File: config.mk
export PLATFORM = sky130hd
export DESIGN_NAME = sisc_seq
export DESIGN_NICKNAME = d
export VERILOG_FILES = /design/src/rtl/sisc_seq.sv
export SDC_FILE = /design/constraint.sdc
export NUM_CORES = 1
export LEC_CHECK = 0
export BUFFER_PORTS_ARGS = -buffer_cell sky130_fd_sc_hd__buf_2
export CAP_MARGIN = 20
export CORE_MARGIN = 8
export CORE_UTILIZATION = 50
export DETAILED_ROUTE_END_ITERATION = 6
export PLACE_DENSITY = 0.85
export SYNTH_ARGS = -nofsm -noshare
export SYNTH_HDL_FRONTEND = slang
export SYNTH_SLANG_ARGS = --single-unit
File: constraint.sdc
create_clock -name clk -period 5.15 [get_ports clk]
set_input_delay 0.2575 -clock clk [delete_from_list [all_inputs] [get_ports clk]]
set_output_delay 0.2575 -clock clk [all_outputs]
set_load 0.005 [all_outputs]
File: src/rtl/sisc_seq.sv
// sisc_seq: multi-cycle FETCH/DECODE/EXECUTE/MEM/WRITEBACK control sequencer for the SISC datapath.
// Owns every write enable in the core and resolves branches against the status flags.
module sisc_seq #(
    parameter int CNT_W = 16
) (
    input  logic             clk,
    input  logic             rst_f,
    input  logic [31:0]      ir,
    input  logic [3:0]       stat,
    output logic             pc_rst,
    output logic             pc_write,
    output logic             pc_sel,
    output logic             br_sel,
    output logic             ir_load,
    output logic             rf_we,
    output logic [1:0]       alu_op,
    output logic             stat_en,
    output logic             wb_sel,
    output logic             rb_sel,
    output logic             dm_we,
    output logic             halted,
    output logic [CNT_W-1:0] instr_cnt
);
    typedef enum logic [2:0] {
        START0, START1, FETCH, DECODE, EXECUTE, MEM, WRITEBACK, HALT
    } state_t;

    localparam logic [3:0] OP_RR  = 4'b0001;
    localparam logic [3:0] OP_RI  = 4'b0010;
    localparam logic [3:0] OP_LD  = 4'b1000;
    localparam logic [3:0] OP_ST  = 4'b1001;
    localparam logic [3:0] OP_HLT = 4'b1111;

    state_t           r_state;
    state_t           w_next;
    logic [7:0]       r_opmm;
    logic [CNT_W-1:0] r_cnt;

    logic [3:0] w_op;
    logic [3:0] w_mm;
    logic       w_is_alu;
    logic       w_is_mem;
    logic       w_hit;
    logic       w_taken;
    logic       w_retire;
    logic [1:0] w_alu_op;
    logic       w_fetch;
    logic       w_exec;
    logic       w_mem;
    logic       w_wb;
    logic       w_unused_ir;

    assign w_op     = r_opmm[7:4];
    assign w_mm     = r_opmm[3:0];
    assign w_is_alu = (w_op == OP_RR) || (w_op == OP_RI);
    assign w_is_mem = (w_op == OP_LD) || (w_op == OP_ST);
    assign w_hit    = |(w_mm & stat);
    // 010x branch on any selected flag set (mm=0 always), 011x branch when all selected flags clear
    assign w_taken  = (w_op[3:1] == 3'b010) ? ((w_mm == 4'b0000) || w_hit) :
                      (w_op[3:1] == 3'b011) ? !w_hit : 1'b0;
    assign w_unused_ir = ^ir[23:0];

    always_comb begin
        w_next = r_state;
        case (r_state)
            START0:    w_next = START1;
            START1:    w_next = FETCH;
            FETCH:     w_next = DECODE;
            DECODE:    w_next = (ir[31:28] == OP_HLT) ? HALT : EXECUTE;
            EXECUTE:   w_next = w_is_mem ? MEM : w_is_alu ? WRITEBACK : FETCH;
            MEM:       w_next = (w_op == OP_LD) ? WRITEBACK : FETCH;
            WRITEBACK: w_next = FETCH;
            HALT:      w_next = HALT;
            default:   w_next = START0;
        endcase
    end

    assign w_retire = ((w_next == FETCH) &&
                       (r_state == EXECUTE || r_state == MEM || r_state == WRITEBACK)) ||
                      ((r_state == DECODE) && (w_next == HALT));

    always_ff @(posedge clk) begin
        if (!rst_f) begin
            r_state <= START0;
            r_opmm  <= 8'h00;
            r_cnt   <= '0;
        end else begin
            r_state <= w_next;
            if (r_state == DECODE && w_next == EXECUTE)
                r_opmm <= ir[31:24];
            if (w_retire)
                r_cnt <= r_cnt + 1'b1;
        end
    end

    assign w_fetch  = (r_state == FETCH);
    assign w_exec   = (r_state == EXECUTE);
    assign w_mem    = (r_state == MEM);
    assign w_wb     = (r_state == WRITEBACK);
    assign w_alu_op = (w_op == OP_RR) ? 2'b01 :
                      (w_op == OP_RI) ? 2'b11 :
                      w_is_mem        ? 2'b10 : 2'b00;

    // write enables are held low combinationally for as long as reset is asserted
    assign pc_rst    = (r_state == START0);
    assign pc_write  = rst_f && (w_fetch || (w_exec && w_taken));
    assign pc_sel    = w_exec && w_taken;
    assign br_sel    = w_exec && w_taken && w_op[0];
    assign ir_load   = rst_f && w_fetch;
    assign rf_we     = rst_f && w_wb;
    assign alu_op    = (w_exec || w_wb) ? w_alu_op : 2'b00;
    assign stat_en   = rst_f && w_exec && w_is_alu;
    assign wb_sel    = w_wb && (w_op == OP_LD);
    assign rb_sel    = (w_exec || w_mem) && (w_op == OP_ST);
    assign dm_we     = rst_f && w_mem && (w_op == OP_ST);
    assign halted    = (r_state == HALT);
    assign instr_cnt = r_cnt;
endmodule

==> results.ini <==
[yosys]
synthesis.area_sq_um = 1460
synth.distinct_cells = 46
yosysWarnings = 0
postSynthNetCount = 211
synthCells = 172
ys_seq_area_frac = 0.370
syn-mean-instance-area_sq_um = 8.50
synth_seq_cells = 27

[power]
swShare = 0.250
clock_power_share = 0.251
max-vdd-ir-drop_mv = 0.192
power.density_nw_per_um2 = 211
share_comb_of_total_power = 0.110
leakage_uw = 0.000718
seqPwrFrac = 0.639
p_int_uw = 261
switchingPower_uw = 87.0

[clock_network]
cts_buffers = 3
post_cts_buffers = 0
clock_sinks = 27
insertion_delay_ns = 0.31
cts_tree = yes
cts_htree_levels = 1
hold_buffers = 0
cts_resized = 0
path_clk_slew_ns = 0.12
cts_buffer_depth = 2
root_buffer = clkbuf_4

[worst_setup_path]
path_delay_family = simple AND/OR/NAND/NOR gates
cp_data_required_time_ns = 5.37
worstPathMaxFanout = 30
cp-end-kind = flip-flop
crit_chain = nand2b_1, a2111oi_2, o32a_2, or4_1, a21oi_1
slowest_delay_ns = 0.58
rr_endpoint = instr_cnt[5]
cp.arrival_ns = 2.57
cp-start-kind = flip-flop
reg2reg_setup_slack_ns = 2.80
critPathKind = reg2reg
r2r_cells = 5
cp_slowest_cell = o32a_2
timing.rr.start = r_state[0]
path_buf_inv = 0

[floorplan]
placementRows = 19
dieWidth_um = 70.1
die_h_um = 70.1
io_pins = 67
initial_core_util = 0.530
die_area_sq_um = 4910
core_sq_um = 2760

[hold_path]
hold_depth = 3
min-delay-path-class = in2reg
min_from = ir[26]
worstHoldEndpoint = r_opmm[2]

[sta]
finalCritPeriodShare = 0.456
setup_viol = 0
tns_ns = 0
rsz0062_at_grt = false
maxSlewHeadroom = 0.518
hold_slack_ns = 0.179
max_freq_ghz = 0.426
min_period_ns = 2.35
final_max_slew_viol_count = 0
worst_pin_slew_ns = 0.719
hold_viol = 0
skew_ns = 0.0159

[grt]
overflow = 0
grt_max_degree = 31
grt_pass1_vias = 1213
grt_pass1_wl_um = 5450
antenna_found_initial = 0
grt_usage = 0.127

[cells_and_area]
utilization = 0.599
final_net_count = 246
fillers = 257
fin_area_sq_um = 1650
drive_above_1_share = 0.238
syn2layout_area_growth_pct = 13.0
num_antenna_cells = 0
fin_cells = 237

[placed_design]
portBuffers = 42
dp.final_hpwl_um = 2460
dp_cells = 233
placed_cell_area_sq_um = 1630
gp_congestion = 0.773

[routing]
wire_per_inst_um = 14.0
drt-pass1-iter-count = 4
drt_iter0_markers = 78
vias = 1382
finalWirelength_um = 3320
ant_nets = 0
post_drt_via_cell_ratio = 5.83
drc = 0

[outcome]
status = completed

[flow_run]
max-cap-violations = 0

==> kinds of logic (layout without fill, tap and decap cells) <==
family	after synthesis	after routing	synth area share
AND/OR/NAND/NOR	76	76	0.290
AO/OA/AOI/OAI	41	41	0.186
flip-flops	27	27	0.370
buffers and inverters	15	49	0.0659
multiplexers	10	10	0.0684
XOR/XNOR	2	2	0.0120
adder cells (fa/ha/maj)	1	1	0.00855
==> power by group through the flow <==
stage | registers (uW) | logic (uW) | clock network, uW
2_1_floorplan | 221 | 34.4 | 0
3_3_place_gp | 227 | 37.4 | 0
3_5_place_dp | 227 | 38.1 | 0
4_1_cts | 223 | 38.3 | 88.9
5_1_grt | 224 | 43.0 | 97.7
6_report | 223 | 38.4 | 87.5
==> routing by layer <==
| metal | track usage | vias up | wire, um |
|---|---|---|---|
| li1 | - | 711 | - |
| met4 | 0.0268 | 0 | 14 |
| met5 | 0 | - | 0 |
| met3 | 0.0480 | 2 | 228 |
| met2 | 0.202 | 31 | 1490 |
| met1 | 0.157 | 638 | 1580 |
==> metrics by stage <==
step | worst slack (ns) | power [uW]
2_1_floorplan | 3.18 | 256
3_3_place_gp | 2.87 | 265
3_5_place_dp | 2.84 | 265
4_1_cts | 2.82 | 350
5_1_grt | 2.64 | 365
6_report | 2.80 | 348
==> cell type report <==
cell class,instances,area (sq um),share of cell area
Clock buffer,4,26.3,0.0159
Sequential cell,27,541,0.327
Timing Repair Buffer,42,210,0.127
Inverter,3,11.3,0.00681
Multi-Input combinational cell,130,826,0.500
Tap cell,31,38.8,0.0235
==> registers in the layout, indices dropped and copies added, names as in the netlist <==
register and cells:
r_state 3, instr_cnt 16, r_opmm 8
==> placed cells by master, fill, tap and decap left out, types with 2 or more instances in the layout <==
cell type	n
o21a_1	2
mux2i_1	10
inv_1	2
nor2_1	18
nand2b_1	3
and3_1	3
buf_2	42
nand2_1	10
and4_1	4
or3_1	10
nand3_1	7
o31ai_1	4
or4_1	4
nand4_1	2
a21oi_1	14
nor4_1	4
a211oi_1	2
o21ai_1	8
clkbuf_4	3
nor3_1	3
dfxtp_1	27
==> worst reg2reg max path, stage by stage (launching register included) <==
cell	delay, ns
dfxtp_1	0.57
nand2b_1	0.31
a2111oi_2	0.07
o32a_2	0.58
or4_1	0.57
a21oi_1	0.17
==> cells in the mapped netlist, drive strengths merged <==
master,instances,share of area
o31a,1,0.0060
dfxtp,27,0.37
nor3,3,0.010
a21boi,1,0.0051
a21oi,14,0.048
o21ai,9,0.033
a221oi,1,0.0060
nor3b,1,0.0051
o32a,1,0.0077
and3,3,0.013
nor2b,1,0.0043
mux2i,10,0.068
a211oi,2,0.010
ha,1,0.0086
nand3,7,0.024
nand2,10,0.026
a21o,1,0.0051
or4b,1,0.0068
nor4,4,0.017
or3,10,0.043
a2111oi,1,0.010
o21a,2,0.010
nand2b,3,0.013
or3b,2,0.014
and2,1,0.0043
or4,4,0.021
o22a,1,0.0060
clkinv,1,0.0026
xnor2,1,0.0060
buf,8,0.048
nor4b,1,0.0060
inv,2,0.0051
o31ai,4,0.021
nor2,18,0.046
and2b,1,0.0051
clkbuf,4,0.010
o41ai,1,0.0060
and4,4,0.024
o21bai,1,0.0051
nand4,2,0.0086
xor2,1,0.0060
a22o,1,0.0060
==> how the worst max path moves through the flow <==
stage	from	endpoint	slack, ns	cells after the start
after floorplan	r_opmm[4]	instr_cnt[1]	3.18	8
after global placement	r_state[0]	instr_cnt[12]	2.87	5
after detailed placement	r_state[0]	instr_cnt[5]	2.84	5
after CTS	r_state[0]	instr_cnt[5]	2.82	5
after global routing	r_state[0]	instr_cnt[5]	2.64	5
final	r_state[0]	instr_cnt[5]	2.80	5
(Power assumes the default switching activity.)
